===== src/rtl/mtsp_alu_wb_sched_if.sv =====
// Issue/writeback bundle between the instruction sequencer and the ALU writeback scheduler.
// The master modport is the sequencer side; the slave modport is the scheduler side.
interface mtsp_alu_wb_sched_if #(
  parameter int TAG_W = 5
);
  logic             ISSUE_VALID;
  logic [2:0]       ISSUE_LAT;
  logic             ISSUE_WEN;
  logic [TAG_W-1:0] ISSUE_DST;
  logic             ISSUE_USEA;
  logic             ISSUE_USEB;
  logic [TAG_W-1:0] ISSUE_SRCA;
  logic [TAG_W-1:0] ISSUE_SRCB;
  logic             FLUSH;
  logic             ISSUE_READY;
  logic             ISSUE_ERR;
  logic             WB_VALID;
  logic [TAG_W-1:0] WB_TAG;
  logic             WMASK;
  logic             BUSY;

  modport master (
    output ISSUE_VALID, ISSUE_LAT, ISSUE_WEN, ISSUE_DST,
           ISSUE_USEA, ISSUE_USEB, ISSUE_SRCA, ISSUE_SRCB, FLUSH,
    input  ISSUE_READY, ISSUE_ERR, WB_VALID, WB_TAG, WMASK, BUSY
  );

  modport slave (
    input  ISSUE_VALID, ISSUE_LAT, ISSUE_WEN, ISSUE_DST,
           ISSUE_USEA, ISSUE_USEB, ISSUE_SRCA, ISSUE_SRCB, FLUSH,
    output ISSUE_READY, ISSUE_ERR, WB_VALID, WB_TAG, WMASK, BUSY
  );
endinterface


===== src/rtl/mtsp_alu_wb_sched.sv =====
// ALU writeback issue scheduler: books one writeback slot per future cycle, keeps a
// RAW/WAW register scoreboard and emits the writeback valid/tag aligned with DEST.
module mtsp_alu_wb_sched #(
  parameter int MAX_LAT = 6,
  parameter int TAG_W   = 5
) (
  input  logic                        CLK,
  input  logic                        nRST,
  mtsp_alu_wb_sched_if.slave          bus
);

  localparam int         NREG    = 1 << TAG_W;
  localparam logic [2:0] LAT_MAX = 3'(MAX_LAT);

  logic [MAX_LAT-1:0] r_slot;
  logic [MAX_LAT-1:0] r_wen;
  logic [TAG_W-1:0]   r_tag [MAX_LAT];
  logic [NREG-1:0]    r_pend;
  logic               r_err;

  logic               w_legal;
  logic [7:0]         w_slotX;
  logic               w_structOk;
  logic               w_hazOk;
  logic               w_ready;
  logic               w_grant;
  logic [2:0]         w_idx;
  logic               w_wbRaw;
  logic               w_wbValid;
  logic [MAX_LAT-1:0] w_slotNext;
  logic [MAX_LAT-1:0] w_wenNext;
  logic [TAG_W-1:0]   w_tagNext [MAX_LAT];
  logic [NREG-1:0]    w_pendNext;

  // slot[L] holds the booking for cycle now+L; at L==MAX_LAT the zero extension is always free.
  assign w_slotX    = 8'(r_slot);
  assign w_legal    = (bus.ISSUE_LAT != 3'd0) && (bus.ISSUE_LAT <= LAT_MAX);
  assign w_structOk = ~w_slotX[bus.ISSUE_LAT];
  assign w_hazOk    = ~((bus.ISSUE_USEA & r_pend[bus.ISSUE_SRCA]) |
                        (bus.ISSUE_USEB & r_pend[bus.ISSUE_SRCB]) |
                        (bus.ISSUE_WEN  & r_pend[bus.ISSUE_DST]));
  assign w_ready    = ~bus.FLUSH & w_legal & w_structOk & w_hazOk;
  assign w_grant    = bus.ISSUE_VALID & w_ready;
  assign w_idx      = bus.ISSUE_LAT - 3'd1;

  assign w_wbRaw    = r_slot[0] & r_wen[0];
  assign w_wbValid  = w_wbRaw & ~bus.FLUSH;

  assign bus.ISSUE_READY = w_ready;
  assign bus.ISSUE_ERR   = r_err;
  assign bus.WB_VALID    = w_wbValid;
  assign bus.WB_TAG      = w_wbValid ? r_tag[0] : '0;
  assign bus.WMASK       = ~w_wbValid;
  assign bus.BUSY        = (|r_slot) | (|r_pend);

  // The grant is booked after the shift, so slot L-1 reaches slot 0 exactly L cycles later.
  always_comb begin
    w_slotNext = r_slot >> 1;
    w_wenNext  = r_wen >> 1;
    for (int k = 0; k < MAX_LAT - 1; k++) begin
      w_tagNext[k] = r_tag[k+1];
    end
    w_tagNext[MAX_LAT-1] = '0;
    w_pendNext = r_pend;
    if (w_wbRaw) begin
      w_pendNext[r_tag[0]] = 1'b0;
    end
    if (w_grant) begin
      w_slotNext[w_idx] = 1'b1;
      w_wenNext[w_idx]  = bus.ISSUE_WEN;
      w_tagNext[w_idx]  = bus.ISSUE_DST;
      if (bus.ISSUE_WEN) begin
        w_pendNext[bus.ISSUE_DST] = 1'b1;
      end
    end
  end

  always_ff @(posedge CLK or negedge nRST) begin
    if (!nRST) begin
      r_slot <= '0;
      r_wen  <= '0;
      r_pend <= '0;
      r_err  <= 1'b0;
      for (int k = 0; k < MAX_LAT; k++) begin
        r_tag[k] <= '0;
      end
    end else begin
      r_err <= bus.ISSUE_VALID & ~w_legal & ~bus.FLUSH;
      if (bus.FLUSH) begin
        r_slot <= '0;
        r_wen  <= '0;
        r_pend <= '0;
        for (int k = 0; k < MAX_LAT; k++) begin
          r_tag[k] <= '0;
        end
      end else begin
        r_slot <= w_slotNext;
        r_wen  <= w_wenNext;
        r_pend <= w_pendNext;
        for (int k = 0; k < MAX_LAT; k++) begin
          r_tag[k] <= w_tagNext[k];
        end
      end
    end
  end

endmodule

===== src/flat_wrapper.sv =====
// flat-port wrapper written by rule: the top's interface ports become plain ports
module mtsp_alu_wb_sched_flat 
#(
  parameter int MAX_LAT = 6,
  parameter int TAG_W   = 5
)
  (CLK, nRST, bus_ISSUE_VALID, bus_ISSUE_LAT, bus_ISSUE_WEN, bus_ISSUE_DST, bus_ISSUE_USEA, bus_ISSUE_USEB, bus_ISSUE_SRCA, bus_ISSUE_SRCB, bus_FLUSH, bus_ISSUE_READY, bus_ISSUE_ERR, bus_WB_VALID, bus_WB_TAG, bus_WMASK, bus_BUSY);
  mtsp_alu_wb_sched_if #(.TAG_W(TAG_W)) bus_i ();
  input  logic CLK;
  input  logic nRST;
  input wire logic [$bits(bus_i.ISSUE_VALID)-1:0] bus_ISSUE_VALID;
  input wire logic [$bits(bus_i.ISSUE_LAT)-1:0] bus_ISSUE_LAT;
  input wire logic [$bits(bus_i.ISSUE_WEN)-1:0] bus_ISSUE_WEN;
  input wire logic [$bits(bus_i.ISSUE_DST)-1:0] bus_ISSUE_DST;
  input wire logic [$bits(bus_i.ISSUE_USEA)-1:0] bus_ISSUE_USEA;
  input wire logic [$bits(bus_i.ISSUE_USEB)-1:0] bus_ISSUE_USEB;
  input wire logic [$bits(bus_i.ISSUE_SRCA)-1:0] bus_ISSUE_SRCA;
  input wire logic [$bits(bus_i.ISSUE_SRCB)-1:0] bus_ISSUE_SRCB;
  input wire logic [$bits(bus_i.FLUSH)-1:0] bus_FLUSH;
  output wire logic [$bits(bus_i.ISSUE_READY)-1:0] bus_ISSUE_READY;
  output wire logic [$bits(bus_i.ISSUE_ERR)-1:0] bus_ISSUE_ERR;
  output wire logic [$bits(bus_i.WB_VALID)-1:0] bus_WB_VALID;
  output wire logic [$bits(bus_i.WB_TAG)-1:0] bus_WB_TAG;
  output wire logic [$bits(bus_i.WMASK)-1:0] bus_WMASK;
  output wire logic [$bits(bus_i.BUSY)-1:0] bus_BUSY;
  assign bus_i.ISSUE_VALID = bus_ISSUE_VALID;
  assign bus_i.ISSUE_LAT = bus_ISSUE_LAT;
  assign bus_i.ISSUE_WEN = bus_ISSUE_WEN;
  assign bus_i.ISSUE_DST = bus_ISSUE_DST;
  assign bus_i.ISSUE_USEA = bus_ISSUE_USEA;
  assign bus_i.ISSUE_USEB = bus_ISSUE_USEB;
  assign bus_i.ISSUE_SRCA = bus_ISSUE_SRCA;
  assign bus_i.ISSUE_SRCB = bus_ISSUE_SRCB;
  assign bus_i.FLUSH = bus_FLUSH;
  assign bus_ISSUE_READY = bus_i.ISSUE_READY;
  assign bus_ISSUE_ERR = bus_i.ISSUE_ERR;
  assign bus_WB_VALID = bus_i.WB_VALID;
  assign bus_WB_TAG = bus_i.WB_TAG;
  assign bus_WMASK = bus_i.WMASK;
  assign bus_BUSY = bus_i.BUSY;
  mtsp_alu_wb_sched #(.MAX_LAT(MAX_LAT), .TAG_W(TAG_W)) u_core (.CLK(CLK), .nRST(nRST), .bus(bus_i));
endmodule

===== config.mk =====
export PLATFORM = sky130hd
export DESIGN_NAME = mtsp_alu_wb_sched_flat
export DESIGN_NICKNAME = d
export VERILOG_FILES = /design/src/rtl/mtsp_alu_wb_sched_if.sv /design/src/rtl/mtsp_alu_wb_sched.sv /design/src/flat_wrapper.sv
export SDC_FILE = /design/constraint.sdc
export NUM_CORES = 1
export LEC_CHECK = 0
export BUFFER_PORTS_ARGS = -buffer_cell sky130_fd_sc_hd__buf_2
export CAP_MARGIN = 30
export CORE_MARGIN = 1
export CORE_UTILIZATION = 45
export CTS_CLUSTER_DIAMETER = 60
export DETAILED_ROUTE_END_ITERATION = 8
export PLACE_DENSITY = 0.7
export SYNTH_ARGS = -nofsm -noshare
export SYNTH_HDL_FRONTEND = slang
export SYNTH_SLANG_ARGS = --single-unit

===== constraint.sdc =====
create_clock -name CLK -period 4 [get_ports CLK]
set_clock_uncertainty 0.15 [all_clocks]
set_input_delay 0.6 -clock CLK [delete_from_list [all_inputs] [get_ports CLK]]
set_output_delay 0.6 -clock CLK [all_outputs]
set_load 0.005 [all_outputs]

==> run_summary.xml <==
<?xml version="1.0" encoding="UTF-8"?>
<metrics>
  <group name="power_and_ir_drop">
    <metric name="clockPowerShare" unit="%">42.9</metric>
    <metric name="switching_share_of_power" unit="%">24.8</metric>
    <metric name="combinational_power_share" unit="%">10.9</metric>
    <metric name="vdd_ir_drop_max" unit="mV">0.180</metric>
    <metric name="power" unit="mW">1.66</metric>
    <metric name="cell_internal_pwr" unit="mW">1.25</metric>
    <metric name="power_frac_seq" unit="%">46.2</metric>
    <metric name="power.static_leakage" unit="nW">2.18</metric>
    <metric name="switching_power" unit="mW">0.410</metric>
    <metric name="power.density_cell_area" unit="mW/mm²">325</metric>
  </group>
  <group name="sta">
    <metric name="postLayoutSetupSlackWorst" unit="ps">493</metric>
    <metric name="worst_slew_margin_relative_to_its_limit" unit="%">57.2</metric>
    <metric name="hold_violations" unit="">0</metric>
    <metric name="finalSetupViolCount" unit="">0</metric>
    <metric name="period_needed" unit="ps">3510</metric>
    <metric name="setup_tns" unit="ps">0</metric>
    <metric name="slew_violations" unit="">0</metric>
    <metric name="fin_hold_ws" unit="ps">371</metric>
    <metric name="worst-slew-pin-transition" unit="ps">640</metric>
    <metric name="grt_setup_unrepaired" unit="">false</metric>
    <metric name="max_clock_freq" unit="MHz">285</metric>
    <metric name="final_cycle_utilization_of_the_critical_path" unit="%">87.7</metric>
  </group>
  <group name="grt">
    <metric name="grtUsageMet1" unit="%">34.8</metric>
    <metric name="busiest_layer" unit="">met2</metric>
    <metric name="grt_pass1_vias" unit="">4000</metric>
    <metric name="global_route_usage_over_all_layers" unit="%">25.1</metric>
    <metric name="antenna_found_initial" unit="">0</metric>
    <metric name="largest_net_degree_at_the_start_of_global_routing" unit="">76</metric>
    <metric name="grt_pass1_wl" unit="mm">21.1</metric>
    <metric name="grt_use_met2" unit="%">37.6</metric>
    <metric name="grtUsageMet3" unit="%">5.85</metric>
    <metric name="gr-total-overflow" unit="">0</metric>
  </group>
  <group name="drt">
    <metric name="post_drt_wl_per_cell" unit="µm">20.5</metric>
    <metric name="vias" unit="">4018</metric>
    <metric name="drt_pass1_iterations" unit="">8</metric>
    <metric name="drc_errors" unit="">0</metric>
    <metric name="drt-vias-per-instance" unit="">6.36</metric>
    <metric name="totalWireLength" unit="mm">12.9</metric>
    <metric name="drt_iter0_drc" unit="">489</metric>
    <metric name="final_antenna_net_count" unit="">0</metric>
  </group>
  <group name="synth">
    <metric name="synth.most_common_cell" unit="">sky130_fd_sc_hd__dfrtp_1</metric>
    <metric name="top_reg_cell_synth" unit="">sky130_fd_sc_hd__dfrtp_1</metric>
    <metric name="yosysWarningCount" unit="">0</metric>
    <metric name="post_synth_main_area_contributors" unit="">sky130_fd_sc_hd__dfrtp_1, sky130_fd_sc_hd__mux4_2, sky130_fd_sc_hd__mux2i_1</metric>
    <metric name="synth_top_area_cell" unit="">sky130_fd_sc_hd__dfrtp_1</metric>
    <metric name="number_of_flops_mapped_to_enable_cells_by_yosys" unit="">0</metric>
    <metric name="yosysTopAreaCellShare" unit="%">40.4</metric>
    <metric name="synthTopCellsByCount" unit="">sky130_fd_sc_hd__dfrtp_1, sky130_fd_sc_hd__mux2i_1, sky130_fd_sc_hd__o21ai_0, sky130_fd_sc_hd__o31ai_1</metric>
    <metric name="synth_fp_nets" unit="">509</metric>
    <metric name="synth_cell_type_count" unit="">38</metric>
    <metric name="post_synth.cell_area_avg" unit="µm²">9.64</metric>
    <metric name="ys_ff_latch" unit="">75</metric>
    <metric name="sequential_area_share_after_synthesis" unit="%">40.4</metric>
    <metric name="synth_cells" unit="">482</metric>
    <metric name="synth.cell_area" unit="mm²">0.00465</metric>
    <metric name="async_flop_share" unit="%">100</metric>
  </group>
  <group name="floorplan">
    <metric name="core_area" unit="mm²">0.00991</metric>
    <metric name="die-width" unit="µm">104</metric>
    <metric name="initial_utilization" unit="%">46.9</metric>
    <metric name="top_level_ports" unit="">35</metric>
    <metric name="dieHeight" unit="µm">104</metric>
    <metric name="die_area" unit="mm²">0.0107</metric>
    <metric name="placementRows" unit="">36</metric>
  </group>
  <group name="clock_network">
    <metric name="tritoncts" unit="">yes</metric>
    <metric name="ctsHtreeMaxLevel" unit="">3</metric>
    <metric name="cts.repair.resized" unit="">0</metric>
    <metric name="cts.reportedPaths.clkPinSlew" unit="ps">80</metric>
    <metric name="cts.sinks" unit="">75</metric>
    <metric name="numCtsBuffers" unit="">9</metric>
    <metric name="clockRootBuffer" unit="">sky130_fd_sc_hd__clkbuf_8</metric>
    <metric name="cts_max_path_bufs" unit="">2</metric>
    <metric name="clock_latency" unit="ps">350</metric>
  </group>
  <group name="critical_path">
    <metric name="criticalPathCategory" unit="">primary input to output pin</metric>
    <metric name="setup.reg_to_reg.worst_slack" unit="ps">1200</metric>
    <metric name="worstSetupEndpointType" unit="">output pin</metric>
    <metric name="setup.worst_path.start_class" unit="">primary input</metric>
    <metric name="crit_arrival" unit="ps">2760</metric>
    <metric name="crit_fanout" unit="">23</metric>
    <metric name="req_time_crit_path" unit="ps">3250</metric>
  </group>
  <group name="placement">
    <metric name="dp_hpwl" unit="mm">9.09</metric>
    <metric name="globalplace.congestion" unit="">0.911</metric>
    <metric name="place_worst_setup_slack" unit="ps">512</metric>
    <metric name="port_buffers" unit="">34</metric>
  </group>
  <group name="finish">
    <metric name="final_net_count" unit="">522</metric>
    <metric name="utilization" unit="%">51.4</metric>
    <metric name="post_route_cells_drive_above_1_share" unit="%">15.0</metric>
    <metric name="antenna_cells" unit="">0</metric>
    <metric name="layout-area-overhead-vs-synth" unit="%">9.61</metric>
  </group>
  <group name="hold_path">
    <metric name="worst_hold_path_type" unit="">flop to flop</metric>
  </group>
  <group name="flow_run">
    <metric name="max_cap_viol_count" unit="">0</metric>
  </group>
  <group name="run_status">
    <metric name="outcome" unit="">complete, no violations</metric>
  </group>
</metrics>
## power groups by stage
stage          sequential (mW)  combinational [mW]  clock, mW
2_1_floorplan            0.779               0.118          0
3_3_place_gp             0.780               0.170          0
3_5_place_dp             0.781               0.173          0
4_1_cts                  0.765               0.174      0.720
5_1_grt                  0.766               0.195      0.740
6_report                 0.766               0.180      0.711
## critical path, cell delays in order
cell                        delay [ps]
sky130_fd_sc_hd__buf_2             470
sky130_fd_sc_hd__mux2i_1           260
sky130_fd_sc_hd__o22ai_1            90
sky130_fd_sc_hd__a2111oi_0         410
sky130_fd_sc_hd__o221ai_1          310
sky130_fd_sc_hd__a211oi_4          330
sky130_fd_sc_hd__nand2_2           110
sky130_fd_sc_hd__inv_1              70
sky130_fd_sc_hd__buf_2             100
## layer usage
metal,share of wire [%],vias to the layer above
met5,0,-
met4,2.3,0
met3,11,27
met2,46,219
met1,41,1969
li1,-,1803
## through the flow
step                      instance area [µm²]  instances
final                                    5090        632
after detailed placement                 4820        615
after floorplan                          4650        482
after CTS                                5060        630
after global placement                   4820        615
after global routing                     5090        632
## timing repair
item                                   in CTS  in global routing
endpoints found under the hold margin       0                  2
setup buffers                               0                  0
hold buffers                                0                  1
## state kept, by name, summed over array words and instances, names as in the netlist
name,cells
u_core.r_pend,32
u_core.r_tag,30
u_core.r_wen,6
u_core.bus.ISSUE_ERR,1
u_core.r_slot,6
## area by class of cell
class                           count  area, µm²
Clock inverter                      4       98.8
Sequential cell                    75       1880
Tap cell                          133        166
Inverter                           14       52.6
Timing Repair Buffer               39        233
Clock buffer                       11        141
Fill cell                         922       4820
Multi-Input combinational cell    356       2520
## placed cells by master (no fill, tap or decap), drive strengths merged, types with 21 or more instances in the layout
cell,synthesis,layout
o31ai,32,32
buf,13,38
nand3b,21,21
nand2b,22,22
a21oi,26,26
nor2,22,22
nand2,29,29
o21ai,36,36
mux2i,37,37
nand3,28,28
dfrtp,75,75
## path summary, 6_finish.rpt
kind,from,end,depth (start not counted)
setup / recovery,bus_ISSUE_DST[0],bus_ISSUE_READY,9
hold / removal,u_core.r_tag[4]$_DFF_PN0_,u_core.r_tag[9]$_DFF_PN0_,2
setup reg to reg,u_core.r_slot[0]$_DFF_PN0_,u_core.r_pend[6]$_DFF_PN0_,7
hold reg to reg,u_core.r_tag[4]$_DFF_PN0_,u_core.r_tag[9]$_DFF_PN0_,2
max in group asynchronous,nRST,u_core.r_pend[21]$_DFF_PN0_,3
min in group asynchronous,nRST,u_core.r_pend[16]$_DFF_PN0_,2
## logic make-up (layout without fill, tap and decap cells)
logic type,after synthesis,in the layout,synth area share [%]
AO/OA/AOI/OAI,107,107,14.4
XOR/XNOR,1,1,0.189
adder cells (fa/ha/maj),2,2,0.538
buffers and inverters,51,68,5.28
flip-flops,75,75,40.4
multiplexers,55,55,16.5
AND/OR/NAND/NOR,191,191,22.8
Power figures use the tool's default switching activity.
